**config.mk**
```make
export PLATFORM = sky130hd
export DESIGN_NAME = pipeline_stall_controller_flat
export DESIGN_NICKNAME = d
export VERILOG_FILES = /design/src/rtl/pipeline_stall_controller_if.sv /design/src/rtl/pipeline_stall_controller.sv /design/src/flat_wrapper.sv
export SDC_FILE = /design/constraint.sdc
export NUM_CORES = 1
export LEC_CHECK = 0
export BUFFER_PORTS_ARGS = -buffer_cell sky130_fd_sc_hd__clkbuf_2
export CORE_ASPECT_RATIO = 0.9
export CORE_MARGIN = 4
export CORE_UTILIZATION = 56
export CTS_CLUSTER_DIAMETER = 40
export DETAILED_ROUTE_END_ITERATION = 12
export GPL_ROUTABILITY_DRIVEN = 0
export PLACE_DENSITY_LB_ADDON = 0.25
export SLEW_MARGIN = 5
export SYNTH_ARGS = -nofsm -noshare
export SYNTH_HDL_FRONTEND = slang
export SYNTH_SLANG_ARGS = --single-unit
```
**constraint.sdc**
```tcl
create_clock -name clk -period 4.06 [get_ports clk]
set_input_delay 0.812 -clock clk [delete_from_list [all_inputs] [get_ports clk]]
set_output_delay 0.812 -clock clk [all_outputs]
set_load 0.03 [all_outputs]
```
**src/rtl/pipeline_stall_controller_if.sv**
```systemverilog
// ============================================================================
// Module   : pipeline_stall_controller_if
// Brief    : Hazard inputs and stall/flush control outputs of the ID-stage
//            stall sequencer, bundled with master/slave views.
// Revision : 1.0
// ============================================================================
`default_nettype none

interface pipeline_stall_controller_if #(
  parameter int REG_ADDR_W = 5,
  parameter int CNT_W      = 32
) ();

  logic                  in_ifid_valid;
  logic                  in_use_rs1;
  logic                  in_use_rs2;
  logic [REG_ADDR_W-1:0] in_rs1_ifid;
  logic [REG_ADDR_W-1:0] in_rs2_ifid;
  logic                  in_memread_idex;
  logic [REG_ADDR_W-1:0] in_rd_idex;
  logic                  in_redirect;
  logic                  in_imem_busy;
  logic                  in_dmem_busy;
  logic                  in_cnt_clear;

  logic                  out_pc_write;
  logic                  out_ifid_write;
  logic                  out_ifid_flush;
  logic                  out_idex_bubble;
  logic                  out_pipe_hold;
  logic [1:0]            out_state;
  logic [CNT_W-1:0]      out_stall_cnt;

  modport master (
    output in_ifid_valid, in_use_rs1, in_use_rs2, in_rs1_ifid, in_rs2_ifid,
           in_memread_idex, in_rd_idex, in_redirect, in_imem_busy,
           in_dmem_busy, in_cnt_clear,
    input  out_pc_write, out_ifid_write, out_ifid_flush, out_idex_bubble,
           out_pipe_hold, out_state, out_stall_cnt
  );

  modport slave (
    input  in_ifid_valid, in_use_rs1, in_use_rs2, in_rs1_ifid, in_rs2_ifid,
           in_memread_idex, in_rd_idex, in_redirect, in_imem_busy,
           in_dmem_busy, in_cnt_clear,
    output out_pc_write, out_ifid_write, out_ifid_flush, out_idex_bubble,
           out_pipe_hold, out_state, out_stall_cnt
  );

endinterface

`default_nettype wire

```
**src/rtl/pipeline_stall_controller.sv**
```systemverilog
// ============================================================================
// Module   : pipeline_stall_controller
// Brief    : ID-stage stall/flush sequencer arbitrating dmem wait, redirect,
//            load-use and imem wait, with a saturating stall-cycle counter.
// Revision : 1.0
// ============================================================================
`default_nettype none

module pipeline_stall_controller #(
  parameter int REG_ADDR_W   = 5,
  parameter int FLUSH_CYCLES = 1,
  parameter int CNT_W        = 32
) (
  input  wire logic                    clk,
  input  wire logic                    reset_n,
  pipeline_stall_controller_if.slave   bus
);

  localparam int FL_W = (FLUSH_CYCLES > 1) ? $clog2(FLUSH_CYCLES) : 1;
  localparam logic [FL_W-1:0]  c_FL_LOAD  = FL_W'(FLUSH_CYCLES - 1);
  localparam logic [CNT_W-1:0] c_CNT_MAX  = {CNT_W{1'b1}};

  typedef enum logic [1:0] {
    S_RUN      = 2'd0,
    S_LU_STALL = 2'd1,
    S_MEM_WAIT = 2'd2,
    S_FLUSH    = 2'd3
  } state_t;

  state_t           r_state;
  state_t           w_state_nxt;
  logic [FL_W-1:0]  r_fcnt;
  logic [FL_W-1:0]  w_fcnt_nxt;
  logic [CNT_W-1:0] r_stall_cnt;

  logic w_lu_hit;
  logic w_run_like;
  logic w_pc_write;
  logic w_ifid_write;
  logic w_ifid_flush;
  logic w_idex_bubble;
  logic w_pipe_hold;

  assign w_lu_hit = bus.in_memread_idex && bus.in_ifid_valid &&
                    (bus.in_rd_idex != {REG_ADDR_W{1'b0}}) &&
                    ((bus.in_use_rs1 && (bus.in_rs1_ifid == bus.in_rd_idex)) ||
                     (bus.in_use_rs2 && (bus.in_rs2_ifid == bus.in_rd_idex)));

  // MEM_WAIT with dmem released behaves exactly like RUN in the same cycle.
  assign w_run_like = (r_state == S_RUN) || (r_state == S_MEM_WAIT);

  always_ff @(posedge clk or negedge reset_n) begin
    if (!reset_n) begin
      r_state <= S_RUN;
      r_fcnt  <= '0;
    end else begin
      r_state <= w_state_nxt;
      r_fcnt  <= w_fcnt_nxt;
    end
  end

  always_comb begin
    w_pc_write    = 1'b1;
    w_ifid_write  = 1'b1;
    w_ifid_flush  = 1'b0;
    w_idex_bubble = 1'b0;
    w_pipe_hold   = 1'b0;
    w_state_nxt   = r_state;
    w_fcnt_nxt    = r_fcnt;

    if (!reset_n) begin
      w_pc_write   = 1'b0;
      w_ifid_write = 1'b0;
      w_pipe_hold  = 1'b1;
      w_state_nxt  = S_RUN;
      w_fcnt_nxt   = '0;
    end else if (bus.in_dmem_busy) begin
      w_pc_write   = 1'b0;
      w_ifid_write = 1'b0;
      w_pipe_hold  = 1'b1;
      w_state_nxt  = S_MEM_WAIT;
    end else if (bus.in_redirect) begin
      w_ifid_write  = 1'b0;
      w_ifid_flush  = 1'b1;
      w_idex_bubble = 1'b1;
      w_fcnt_nxt    = c_FL_LOAD;
      w_state_nxt   = (FLUSH_CYCLES > 1) ? S_FLUSH : S_RUN;
    end else if (w_lu_hit && w_run_like) begin
      w_pc_write    = 1'b0;
      w_ifid_write  = 1'b0;
      w_idex_bubble = 1'b1;
      w_state_nxt   = S_LU_STALL;
    end else if (bus.in_imem_busy) begin
      // Fetch stall freezes the sequencer, including any flush countdown.
      w_pc_write   = 1'b0;
      w_ifid_write = 1'b0;
      w_ifid_flush = 1'b1;
      w_state_nxt  = w_run_like ? S_RUN : r_state;
    end else if (r_state == S_FLUSH) begin
      w_ifid_write = 1'b0;
      w_ifid_flush = 1'b1;
      if (r_fcnt <= FL_W'(1)) begin
        w_fcnt_nxt  = '0;
        w_state_nxt = S_RUN;
      end else begin
        w_fcnt_nxt  = r_fcnt - FL_W'(1);
      end
    end else begin
      w_state_nxt = S_RUN;
    end
  end

  always_ff @(posedge clk or negedge reset_n) begin
    if (!reset_n) begin
      r_stall_cnt <= '0;
    end else if (bus.in_cnt_clear) begin
      r_stall_cnt <= '0;
    end else if (!w_pc_write && (r_stall_cnt != c_CNT_MAX)) begin
      r_stall_cnt <= r_stall_cnt + CNT_W'(1);
    end
  end

  assign bus.out_pc_write    = w_pc_write;
  assign bus.out_ifid_write  = w_ifid_write;
  assign bus.out_ifid_flush  = w_ifid_flush;
  assign bus.out_idex_bubble = w_idex_bubble;
  assign bus.out_pipe_hold   = w_pipe_hold;
  assign bus.out_state       = r_state;
  assign bus.out_stall_cnt   = r_stall_cnt;

endmodule

`default_nettype wire

```
**src/flat_wrapper.sv**
```systemverilog
// flat-port wrapper written by rule: the top's interface ports become plain ports
module pipeline_stall_controller_flat 
#(
  parameter int REG_ADDR_W   = 5,
  parameter int FLUSH_CYCLES = 1,
  parameter int CNT_W        = 32
)
  (clk, reset_n, bus_in_ifid_valid, bus_in_use_rs1, bus_in_use_rs2, bus_in_rs1_ifid, bus_in_rs2_ifid, bus_in_memread_idex, bus_in_rd_idex, bus_in_redirect, bus_in_imem_busy, bus_in_dmem_busy, bus_in_cnt_clear, bus_out_pc_write, bus_out_ifid_write, bus_out_ifid_flush, bus_out_idex_bubble, bus_out_pipe_hold, bus_out_state, bus_out_stall_cnt);
  pipeline_stall_controller_if #(.REG_ADDR_W(REG_ADDR_W), .CNT_W(CNT_W)) bus_i ();
  input  wire logic clk;
  input  wire logic reset_n;
  input wire logic [$bits(bus_i.in_ifid_valid)-1:0] bus_in_ifid_valid;
  input wire logic [$bits(bus_i.in_use_rs1)-1:0] bus_in_use_rs1;
  input wire logic [$bits(bus_i.in_use_rs2)-1:0] bus_in_use_rs2;
  input wire logic [$bits(bus_i.in_rs1_ifid)-1:0] bus_in_rs1_ifid;
  input wire logic [$bits(bus_i.in_rs2_ifid)-1:0] bus_in_rs2_ifid;
  input wire logic [$bits(bus_i.in_memread_idex)-1:0] bus_in_memread_idex;
  input wire logic [$bits(bus_i.in_rd_idex)-1:0] bus_in_rd_idex;
  input wire logic [$bits(bus_i.in_redirect)-1:0] bus_in_redirect;
  input wire logic [$bits(bus_i.in_imem_busy)-1:0] bus_in_imem_busy;
  input wire logic [$bits(bus_i.in_dmem_busy)-1:0] bus_in_dmem_busy;
  input wire logic [$bits(bus_i.in_cnt_clear)-1:0] bus_in_cnt_clear;
  output wire logic [$bits(bus_i.out_pc_write)-1:0] bus_out_pc_write;
  output wire logic [$bits(bus_i.out_ifid_write)-1:0] bus_out_ifid_write;
  output wire logic [$bits(bus_i.out_ifid_flush)-1:0] bus_out_ifid_flush;
  output wire logic [$bits(bus_i.out_idex_bubble)-1:0] bus_out_idex_bubble;
  output wire logic [$bits(bus_i.out_pipe_hold)-1:0] bus_out_pipe_hold;
  output wire logic [$bits(bus_i.out_state)-1:0] bus_out_state;
  output wire logic [$bits(bus_i.out_stall_cnt)-1:0] bus_out_stall_cnt;
  assign bus_i.in_ifid_valid = bus_in_ifid_valid;
  assign bus_i.in_use_rs1 = bus_in_use_rs1;
  assign bus_i.in_use_rs2 = bus_in_use_rs2;
  assign bus_i.in_rs1_ifid = bus_in_rs1_ifid;
  assign bus_i.in_rs2_ifid = bus_in_rs2_ifid;
  assign bus_i.in_memread_idex = bus_in_memread_idex;
  assign bus_i.in_rd_idex = bus_in_rd_idex;
  assign bus_i.in_redirect = bus_in_redirect;
  assign bus_i.in_imem_busy = bus_in_imem_busy;
  assign bus_i.in_dmem_busy = bus_in_dmem_busy;
  assign bus_i.in_cnt_clear = bus_in_cnt_clear;
  assign bus_out_pc_write = bus_i.out_pc_write;
  assign bus_out_ifid_write = bus_i.out_ifid_write;
  assign bus_out_ifid_flush = bus_i.out_ifid_flush;
  assign bus_out_idex_bubble = bus_i.out_idex_bubble;
  assign bus_out_pipe_hold = bus_i.out_pipe_hold;
  assign bus_out_state = bus_i.out_state;
  assign bus_out_stall_cnt = bus_i.out_stall_cnt;
  pipeline_stall_controller #(.REG_ADDR_W(REG_ADDR_W), .FLUSH_CYCLES(FLUSH_CYCLES), .CNT_W(CNT_W)) u_core (.clk(clk), .reset_n(reset_n), .bus(bus_i));
endmodule
```
Yosys cells after proc, flatten, opt, wreduce, memory -nomap -nowiden
Index checks and enable logic that the tools add are counted.
W data, S select, Z words.
{ "totals": {"reg_bits": 35, "latch_bits": 0, "ramBits": 0, "romBits": 0, "in_bits": 25, "output_inout_bits": 39, "wordCells": 72, "mem_count": 0} }
{ "op_classes": {"n_addsub": 2, "mul": 0, "div": 0, "n_lt_le_gt_ge": 1, "n_eq_ne": 11, "n_shift": 0, "mux": 40, "bitwise_logic": 0, "reduce_logical": 15} }
{ "op_table": {"columns": ["operator", "n"], "rows": [
  ["$mux W32", 2],
  ["$add A32 B1 Y32 const B", 1],
  ["$ne A32 B32 Y1 const B", 1],
  ["$mux W1", 30],
  ["$mux W2", 8],
  ["$eq A5 B5 Y1", 2],
  ["$logic_and A1 B1 Y1", 7],
  ["$ne A7 B6 Y1 const B", 1],
  ["$ne A3 B3 Y1 const B", 2],
  ["$ne A6 B3 Y1 const B", 1],
  ["$reduce_bool A5 Y1", 1],
  ["$eq A2 B2 Y1 const B", 2],
  ["$reduce_and A4 Y1", 1],
  ["$ne A3 B1 Y1 const B", 1],
  ["$logic_not A2 Y1", 1],
  ["$logic_or A1 B1 Y1", 2],
  ["$ne A2 B2 Y1 const B", 1],
  ["$reduce_and A2 Y1", 1],
  ["$reduce_bool A2 Y1", 1],
  ["$le A1 B1 Y1 const B", 1],
  ["$logic_not A1 Y1", 1],
  ["$sub A1 B1 Y1 const B", 1]
]} }

Longest topological paths before layout
Gate-level depths: netlist of run 1.
{ "depth": {"ltp_word": 13, "depth_mapped": 8, "depth_no_buf": 7} }

Worst setup path after synthesis of run 1
No wires, ideal clock.
{ "synth_path": {"path_type": "input-to-output", "startpoint": "input port bus_in_rd_idex[0]", "endpoint": "output port bus_out_ifid_write", "arrival_time_ns": 2.655, "required_ns": 3.248, "path_slack_ns": 0.593, "stages": 4, "path_buffers": 0, "path_cell_list": "or4_1 > o21ai_1 > nand2b_1 > nor4b_1"} }
{ "synth_between": {"elab_chain_cells": 9, "elab_cells_between_ends": 13, "classes_between": "2 x eq/ne; 4 x mux; 7 x reduce/logical"} }
{ "synth_rtl": {"columns": ["element", "line_no", "rtl"], "rows": [
  ["start: declaration", "flat_wrapper.sv:18", "input wire logic [$bits(bus_i.in_rd_idex)-1:0] bus_in_rd_idex;"],
  ["$eq A5 B5 Y1, on equally long branches", "pipeline_stall_controller.sv:46, pipeline_stall_controller.sv:47", null],
  ["$logic_and A1 B1 Y1, on equally long branches", "pipeline_stall_controller.sv:46, pipeline_stall_controller.sv:47", null],
  ["$logic_or A1 B1 Y1", "pipeline_stall_controller.sv:46", "((bus.in_use_rs1 && (bus.in_rs1_ifid == bus.in_rd_idex)) ||"],
  ["$logic_and A1 B1 Y1 *", "pipeline_stall_controller.sv:45", "(bus.in_rd_idex != {REG_ADDR_W{1'b0}}) &&"],
  ["$logic_and A1 B1 Y1 *", "pipeline_stall_controller.sv:88", "end else if (w_lu_hit && w_run_like) begin"],
  ["$mux W1 *", "pipeline_stall_controller.sv:88", null],
  ["$mux W1 *", "pipeline_stall_controller.sv:82", "end else if (bus.in_redirect) begin"],
  ["$mux W1 *", "pipeline_stall_controller.sv:77", "end else if (bus.in_dmem_busy) begin"],
  ["$mux W1 *", "pipeline_stall_controller.sv:71", "if (!reset_n) begin"],
  ["end: declaration", "flat_wrapper.sv:24", "output wire logic [$bits(bus_i.out_ifid_write)-1:0] bus_out_ifid_write;"]
]} }
Mark *: on every way between the ends. The rest lies on a longest branch, timed or not.

Worst setup path after layout of run 1
{ "layout_path": {"startpoint": "input port bus_in_rd_idex[0]", "endpoint": "output port bus_out_pc_write"} }
{ "layout_between": {"elab_chain_cells": 9, "elab_cells_between_ends": 13, "classes_between": "2 x eq/ne; 4 x mux; 7 x reduce/logical"} }
{ "layout_rtl": {"columns": ["element", "line_no", "rtl"], "rows": [
  ["$eq A5 B5 Y1, on equally long branches", "pipeline_stall_controller.sv:46, pipeline_stall_controller.sv:47", null],
  ["$logic_and A1 B1 Y1, on equally long branches", "pipeline_stall_controller.sv:46, pipeline_stall_controller.sv:47", null],
  ["$logic_or A1 B1 Y1", "pipeline_stall_controller.sv:46", null],
  ["$logic_and A1 B1 Y1 *", "pipeline_stall_controller.sv:45", null],
  ["$logic_and A1 B1 Y1 *", "pipeline_stall_controller.sv:88", null],
  ["$mux W1 *", "pipeline_stall_controller.sv:88", null],
  ["$mux W1 *", "pipeline_stall_controller.sv:82", null],
  ["$mux W1 *", "pipeline_stall_controller.sv:77", null],
  ["$mux W1 *", "pipeline_stall_controller.sv:71", null],
  ["end: declaration", "flat_wrapper.sv:23", "output wire logic [$bits(bus_i.out_pc_write)-1:0] bus_out_pc_write;"]
]} }
Marks and branches as above.

==> results.md, run 1 <==
Power:
- The share of power burned in registers is 50.7%.
- The peak supply drop is 0.182 mV.
- Summed over all cells, the static leakage comes to 1.13 nW.
- The net switching power is 0.175 mW.
- Of the total power, the share spent switching nets is 25.7%.
- In this run, the combinational gates consume 11.8% of the power.
- The internal power is 0.507 mW.
- The clock network burns 37.5% of the power.
- The power consumption is 0.683 mW.
- Dividing total power by cell area gives a power density of 261 nW/um^2.

Critical path:
- At the worst endpoint, the required time is 3.25 ns.
- The worst register-to-register path ends at u_core.bus.out_stall_cnt[31].
- The logic depth of the worst register-to-register path is 7.
- In this run the critical register-to-register path is launched from u_core.bus.out_stall_cnt[11].
- STA classifies the critical path endpoint as an output port.
- The minimum setup slack among reg-to-reg paths is 1.41 ns.
- The kind of start point of the critical path is an input pin.
- The critical path data arrival time is 2.29 ns.
- The worst setup path is of the input pin to output port kind.
- The largest fanout on the critical path is 3.

Logic synthesis:
- The synthesized netlist devotes 0.557% of its cell area to adder and majority cells.
- The total number of yosys warnings is 0.
- The top-area cell type share of the netlist area is 37.9%.
- The average instance in the mapped netlist occupies 9.21 um^2.
- Multiplexer cells account for 2.00% of the synthesized area.
- The predominant post-synthesis flop cell is sky130_fd_sc_hd__dfrtp_1.
- The synthesized-area fraction occupied by and/or/nand/nor cells is 29.7%.
- The proportion of synthesized chip area in sequential cells is 37.9%.
- Yosys attributes the largest share of cell area to sky130_fd_sc_hd__dfrtp_1 (38%), sky130_fd_sc_hd__or4_1 (8.0%), sky130_fd_sc_hd__o31ai_1 (7.3%).
- For this run, asynchronously set or reset flops after synthesis account for 100%.
- The count of state elements after synthesis is 34.
- The combinational family with the most area after synthesis is simple AND/OR/NAND/NOR gates.
- The synthesized netlist devotes 20.4% of its cell area to compound gates.
- After technology mapping, the gate count stands at 244.
- The number of flops mapped to enable cells by yosys is 0.
- After synthesis the cells add up to 2250 um^2.
- The number of nets handed over by synthesis was 270.
- The cell accounting for the most synthesized area is sky130_fd_sc_hd__dfrtp_1.
- The xor-xnor portion of the synthesized cell area is 3.90%.
- The synthesized netlist contains 44 unique library cells.

Global routing:
- The initial antenna violation count is 0.
- The number of global-route vias before repair is 1930.
- The global-route usage over all layers is 22.6%.
- The global-route wire length before repair is 8960 um.
- Entering global routing, the biggest net connects 62 pins.
- For this run the aggregate overflow at the end of global routing stands at 0.

Detailed routing:
- The routed length per placed instance is 15.6 um.
- The routed design has 5410 um of wire.
- The wire length the detailed router placed on met1 is 2450 um.
- The detail route stage leaves a number of antenna-violating nets equal to 0.
- For this block, the initial DRC count from the detailed router was 180.
- The highest layer touched by signal routing is met4.
- The remaining design rule violation count is 0.
- The routed length on met3 is 378 um.
- The via count of the routed design is 2195.
- The number of vias per cell is 6.34.
- For this run, the detailed router's first-pass iteration total came to 4.
- The met2 layer wire length in the routed design is 2550 um.

Placement:
- Counting tap cells, the placed design contains a total of 338 instances.
- After legalization and detailed placement, the total HPWL measured 3830 um.
- Buffers placed on the I/O ports in this run total 63.
- The placement-stage worst setup slack is 0.922 ns.

Timing:
- The number of hold-slack violations in the final timing report is 0.
- The worst path meets setup with 0.953 ns of slack.
- Setup repair after global routing left no endpoint under its margin.
- After routing, the total negative slack on setup checks comes to 0 ns.
- The final period demand of the worst path is 3.11 ns.
- Timing would allow up to 322 MHz.
- The number of max-slew violations in the final report is 0.
- The count of final setup violators is 0.
- At the pin with the least slew margin, the transition time is 0.778 ns.
- The final critical-path share of the clock period is 76.5%.
- The final setup skew is 0.00489 ns.
- Headroom to the max-slew limit came out at 48.1%.

Floorplan:
- The die width is 74.8 um.
- The number of placed I/O pins is 64.
- From bottom edge to top edge, the die measures 68.1 um.
- The region available for standard cell placement spans 3780 um^2.
- The die area is 5090 um^2.
- For this configuration, the core starts out at a cell density of 59.4%.
- The initialized floorplan defines 21 standard-cell rows.

Clock network:
- Once the clock tree was built, the resizer swapped 0 gates to a different size.
- Clock-pin slew was measured on the worst setup and hold paths at 0.06 ns.
- The CTS tree is built.
- In this run the clock root is driven by a sky130_fd_sc_hd__clkbuf_8.
- The later pin in the worst-skew pair is clocked with a latency of 0.28 ns.
- The clock tree synthesis step divided the H-tree into 2 levels.
- The number of post-CTS setup repair buffers is 0.
- The number of sinks handled by clock tree synthesis is 34.
- The hold-fix buffer count after cts is 0.
- Clock tree synthesis inserted a total of 5 buffers.
- The worst-case clock buffer depth is 2.

Cells and area:
- The library cell used most frequently in the layout, excluding fill and tap cells, is sky130_fd_sc_hd__clkbuf_2.
- The library cells used most frequently in the layout, excluding fill and tap cells, are sky130_fd_sc_hd__clkbuf_2 (63), sky130_fd_sc_hd__dfrtp_1 (34), sky130_fd_sc_hd__a21oi_1 (25), sky130_fd_sc_hd__or4_1 (24), sky130_fd_sc_hd__o31ai_1 (22).
- The final cell count without fillers is 346.
- The final standard cell utilization of the core is 69.2%.
- The fraction of layout instances using a drive strength above 1 is 28.7%.
- The number of antenna diodes in the final layout is 0.
- The final layout net count is 325.
- The area growth from synthesis to layout is 16.5%.

Worst hold path:
- The tightest min-delay check is of the flop to flop type.
- The launch instance of the worst min-delay path is u_core.bus.out_stall_cnt[5].
- The sink of the worst hold path is u_core.bus.out_stall_cnt[5].
- The number of cells traversed by the worst hold path is 2.

Run status:
- The run finished with clean final reports.

Job:
- Max-cap violations in this run came to 0.
[Yosys cell counts (all sizes together) (4+ instances only)]
cell,count
or4,24
o21ai,7
a21oi,29
o31ai,22
xnor2,10
nand2,17
nor2,8
and3,9
nor2b,5
nand4,11
buf,11
dfrtp,34
clkbuf,7
or3,4
nand3,15
[metal layers]
metal	up-vias	GRT usage, %
li1	1061	-
met1	1058	31.7
met2	72	35.7
met3	4	4.11
met4	0	6.22
met5	-	0
[cell type report]
class	instances	area [um^2]
flip-flops and latches	34	851
multi-input cells	190	1270
fillers	304	1170
inverters	2	7.51
well taps	46	57.6
clock inverters	1	5.00
clock buffers	7	86.3
repair buffers	66	338
[worst max path at each step]
stage / from / end / depth (start not counted)
final: bus_in_rd_idex[0] / bus_out_pc_write / 6
after global routing: bus_in_rd_idex[0] / bus_out_ifid_write / 6
after CTS: bus_in_rd_idex[0] / bus_out_pc_write / 6
after detailed placement: bus_in_rd_idex[0] / u_core.bus.out_stall_cnt[21] / 8
after global placement: bus_in_rd_idex[0] / u_core.bus.out_stall_cnt[21] / 8
after floorplan: bus_in_rd_idex[0] / bus_out_ifid_write / 4
[per-stage QoR]
step | instance area, um^2 | hold WS, ns
floorplan | 2250 | 0.516
CTS | 2620 | 0.577
global route | 2620 | 0.611
detailed placement | 2530 | 0.566
global placement | 2530 | 0.557
finish | 2620 | 0.571
[cells by family after synthesis]
family,Yosys count
flops,34
mux,3
compound gates,67
simple gates,109
buf+inv,20
fa+ha+maj,1
xor+xnor,10
[state kept, by name, indices dropped and copies added, names as in the netlist]
name and count:
u_core.bus.out_stall_cnt 32, u_core.bus.out_state 2
[power by group through the flow]
stage	Combinational (mW)	Clock [mW]	Sequential [mW]
floorplan	0.0462	0	0.358
global placement	0.0797	0	0.352
detailed placement	0.0814	0	0.352
CTS	0.0816	0.261	0.346
global route	0.0894	0.276	0.346
finish	0.0806	0.256	0.346
[worst max-delay path: stages]
cell                       delay, ns
sky130_fd_sc_hd__clkbuf_2       0.11
sky130_fd_sc_hd__or4_1          0.53
sky130_fd_sc_hd__o21ai_1        0.16
sky130_fd_sc_hd__nor2_1         0.09
sky130_fd_sc_hd__a221oi_4       0.33
sky130_fd_sc_hd__clkbuf_2       0.27
No activity file was read; power rests on OpenSTA's default activity.
==> run 2, diff against run 1 <==
--- a/config.mk
+++ b/config.mk
@@ -8,7 +8,7 @@
 export BUFFER_PORTS_ARGS = -buffer_cell sky130_fd_sc_hd__clkbuf_2
 export CORE_ASPECT_RATIO = 0.9
 export CORE_MARGIN = 4
-export CORE_UTILIZATION = 56
+export CORE_UTILIZATION = 52
 export CTS_CLUSTER_DIAMETER = 40
 export DETAILED_ROUTE_END_ITERATION = 12
 export GPL_ROUTABILITY_DRIVEN = 0
==> constraint.sdc (replaced) <==
create_clock -name clk -period 3.2 [get_ports clk]
set_input_delay 0.64 -clock clk [delete_from_list [all_inputs] [get_ports clk]]
set_output_delay 0.64 -clock clk [all_outputs]
set_load 0.03 [all_outputs]
==> results.md, run 2 (same netlist as run 1, synthesis figures left out) <==
Cells and area:
- Leading cell types in the layout, fill and taps excluded: sky130_fd_sc_hd__clkbuf_2 (63), sky130_fd_sc_hd__dfrtp_1 (34), sky130_fd_sc_hd__a21oi_1 (25), sky130_fd_sc_hd__or4_1 (24), sky130_fd_sc_hd__o31ai_1 (22) (unchanged).
- The number of flip-flops under the largest register name is 32 (unchanged).
- The area taken by multi-input logic gates is 1270 um^2 (unchanged).
- The antenna cell count came to 0 (unchanged).
- The sequential cell area is 851 um^2 (unchanged).
- The final layout net count was 325 (unchanged).
- The count of fill cells added during filler insertion came to 350 (was 304).
- The most frequent standard cell in the layout excluding fill and tap cells was sky130_fd_sc_hd__clkbuf_2 (unchanged).
- The fraction of layout instances using a drive strength above 1 was 29.0% (was 28.7%).
- The final cell count without fillers was 348 (was 346).
- The area added between synthesis and finish is 18.0% (was 16.5%).

Critical path:
- The most frequent cell on the critical path is sky130_fd_sc_hd__clkbuf_2 (unchanged).
- The type of the worst setup path is input pin to output port (unchanged).
- Crit-path cells: clkbuf_2 > or4_1 > o21ai_1 > nor2_1 > a221oi_4 > clkbuf_2 (unchanged).
- The cell with the largest stage delay on the worst path is sky130_fd_sc_hd__or4_1 (unchanged).
- The critical path data arrival time is 2.13 ns (was 2.29 ns).
- The kind of start point of the critical path is an input pin (unchanged).
- The type of element capturing the critical path is an output port (unchanged).
- The largest fanout on the critical path is 3 (unchanged).
- The delay of the slowest critical-path stage is 0.53 ns (about the same).
- The data required time of the critical path is 2.56 ns (was 3.25 ns).

Clock network:
- The insertion delay to the later sink of the worst-skew pair was 0.28 ns (about the same).
- The number of buffers created by CTS is 5 (unchanged).
- The library cell used as clock root buffer is sky130_fd_sc_hd__clkbuf_8 (unchanged).
- The deepest level of the CTS H-tree was 2 (unchanged).
- The count of instances resized after the clock tree is built is 0 (unchanged).
- The CTS tree is built (unchanged).
- The post-CTS clock slew at the launch and capture registers of the worst setup and hold paths is 0.07 ns (was 0.06 ns).
- The hold-fix buffer count after cts is 0 (unchanged).
- The worst-case clock buffer depth was 2 (unchanged).
- The number of post-CTS setup repair buffers is 0 (unchanged).
- The number of sinks handled by clock tree synthesis was 34 (unchanged).

Global routing:
- The global-route usage over all layers is 21.2% (was 22.6%).
- The global-route wire length before repair was 9470 um (was 8960 um).
- The initial antenna violation count is 0 (unchanged).
- The maximum number of pins on one net before global-route repair is 62 (unchanged).
- The number of global-route vias before repair came to 2003 (was 1930).
- The total congestion overflow is 0 (unchanged).

Timing:
- The total negative slack is 0 ns (unchanged).
- The number of hold-slack violations in the final timing report is 0 (unchanged).
- The final critical-path share of the clock period is 86.7%.
- The count of final setup violators is 0 (unchanged).
- Based on the critical path, the design can be clocked at up to 360 MHz.
- The worst slew margin relative to its limit came to 47.2% (was 48.1%).
- The actual transition at the worst max-transition pin was 0.792 ns (was 0.778 ns).
- The number of max-slew violations in the final report was 0 (unchanged).
- The final setup skew was 0.00532 ns (was 0.00489 ns).
- The worst path needs 2.77 ns of the cycle, external delays included.
- Setup repair after global routing missed its margin: no (unchanged).

Detailed routing:
- The routed length per placed instance is 16.0 um (was 15.6 um).
- The via count of the routed design came to 2162 (was 2195).
- The remaining design rule violation count is 0 (unchanged).
- The number of nets with antenna violations after routing is 0 (unchanged).
- The total wire length was 5580 um (was 5410 um).
- The total iterations of the first detailed-routing run came to 4 (unchanged).
- The starting DRC count in detailed routing came to 160 (was 180).
- The number of vias per cell is 6.21 (was 6.34).

Floorplan:
- The starting density of the core came to 54.4% (was 59.4%).
- The die area is 5440 um^2 (was 5090 um^2).
- The die width is 77.3 um (was 74.8 um).
- The number of placed I/O pins is 64 (unchanged).
- The die outline height was 70.4 um (was 68.1 um).
- The cell row count is 22 (was 21).
- The core area came to 4130 um^2 (was 3780 um^2).

Power:
- The peak supply drop is 0.277 mV (was 0.182 mV).
- The cell leakage power came to 1.15 nW (was 1.13 nW).
- The total power divided by cell area is 345 nW/um^2 (was 261 nW/um^2).

Worst hold path:
- The class of the tightest hold or removal check is input pin to async pin (was flop to flop).

Placement:
- The placed instance count is 340 (was 338).
- The number of I/O port buffers is 63 (unchanged).
- The half-perimeter wire length after placement is 3960 um (was 3830 um).

Job:
- The count of maximum capacitance violations is 0 (unchanged).

Run status:
- Status: complete, no violations (unchanged).
## run 2: changes by cell type in the layout (fill, tap and decap cells not counted)
cell	previous run	this run
sky130_fd_sc_hd__clkinv_2	1	0
sky130_fd_sc_hd__buf_12	0	1
sky130_fd_sc_hd__clkbuf_1	1	0
sky130_fd_sc_hd__buf_4	3	2
sky130_fd_sc_hd__clkbuf_8	6	8
## run 2: area by class of cell
type | count | area share (%)
flip-flops and latches | 34 | 32.1
multi-input cells | 190 | 48.0
inverters | 2 | 0.283
repair buffers | 66 | 13.2
well taps | 48 | 2.27
clock buffers | 8 | 4.15
## run 2: power by group
group          switching (mW)  total [mW]  internal (mW)
Sequential            0.00577       0.439          0.434
Combinational          0.0673       0.106         0.0384
Clock                   0.152       0.369          0.217
## run 2: worst paths after layout
kind,cells past startpoint,to,slack [ns],start
max,6,bus_out_pc_write,0.43,bus_in_rd_idex[0]
max in group asynchronous,2,u_core.bus.out_stall_cnt[7],2.43,reset_n
max reg2reg,7,u_core.bus.out_stall_cnt[25],0.75,u_core.bus.out_stall_cnt[11]
min reg2reg,2,u_core.bus.out_stall_cnt[24],0.56,u_core.bus.out_stall_cnt[24]
min,2,u_core.bus.out_stall_cnt[19],0.46,reset_n
min in group clk,2,u_core.bus.out_stall_cnt[24],0.56,u_core.bus.out_stall_cnt[24]
## run 2: through the flow
step / util (%) / hold slack, ns / power, mW / area (um^2) / worst slack [ns]
final: 64.2 / 0.459 / 0.914 / 2650 / 0.425
after global routing: 64.2 / 0.500 / 0.948 / 2650 / 0.314
after CTS: 64.2 / 0.474 / 0.919 / 2650 / 0.410
after detailed placement: 61.5 / 0.559 / 0.553 / 2540 / 0.425
after global placement: 61.5 / 0.557 / 0.551 / 2540 / 0.415
after floorplan: - / 0.344 / 0.512 / 2250 / 0.0768
## run 2: per-layer routing
layer | up-vias | wire, um | GRT usage, %
li1 | 1061 | - | -
met1 | 1046 | 2520 | 28.4
met2 | 49 | 2770 | 35.1
met3 | 6 | 243 | 3.74
met4 | 0 | 49 | 6.13
met5 | - | 0 | 0
## run 2: worst max-delay path, delay by kind of cell
family / cells / cell delay (ns)
simple gates: 2 / 0.62
compound gates: 2 / 0.51
buf+inv: 2 / 0.38
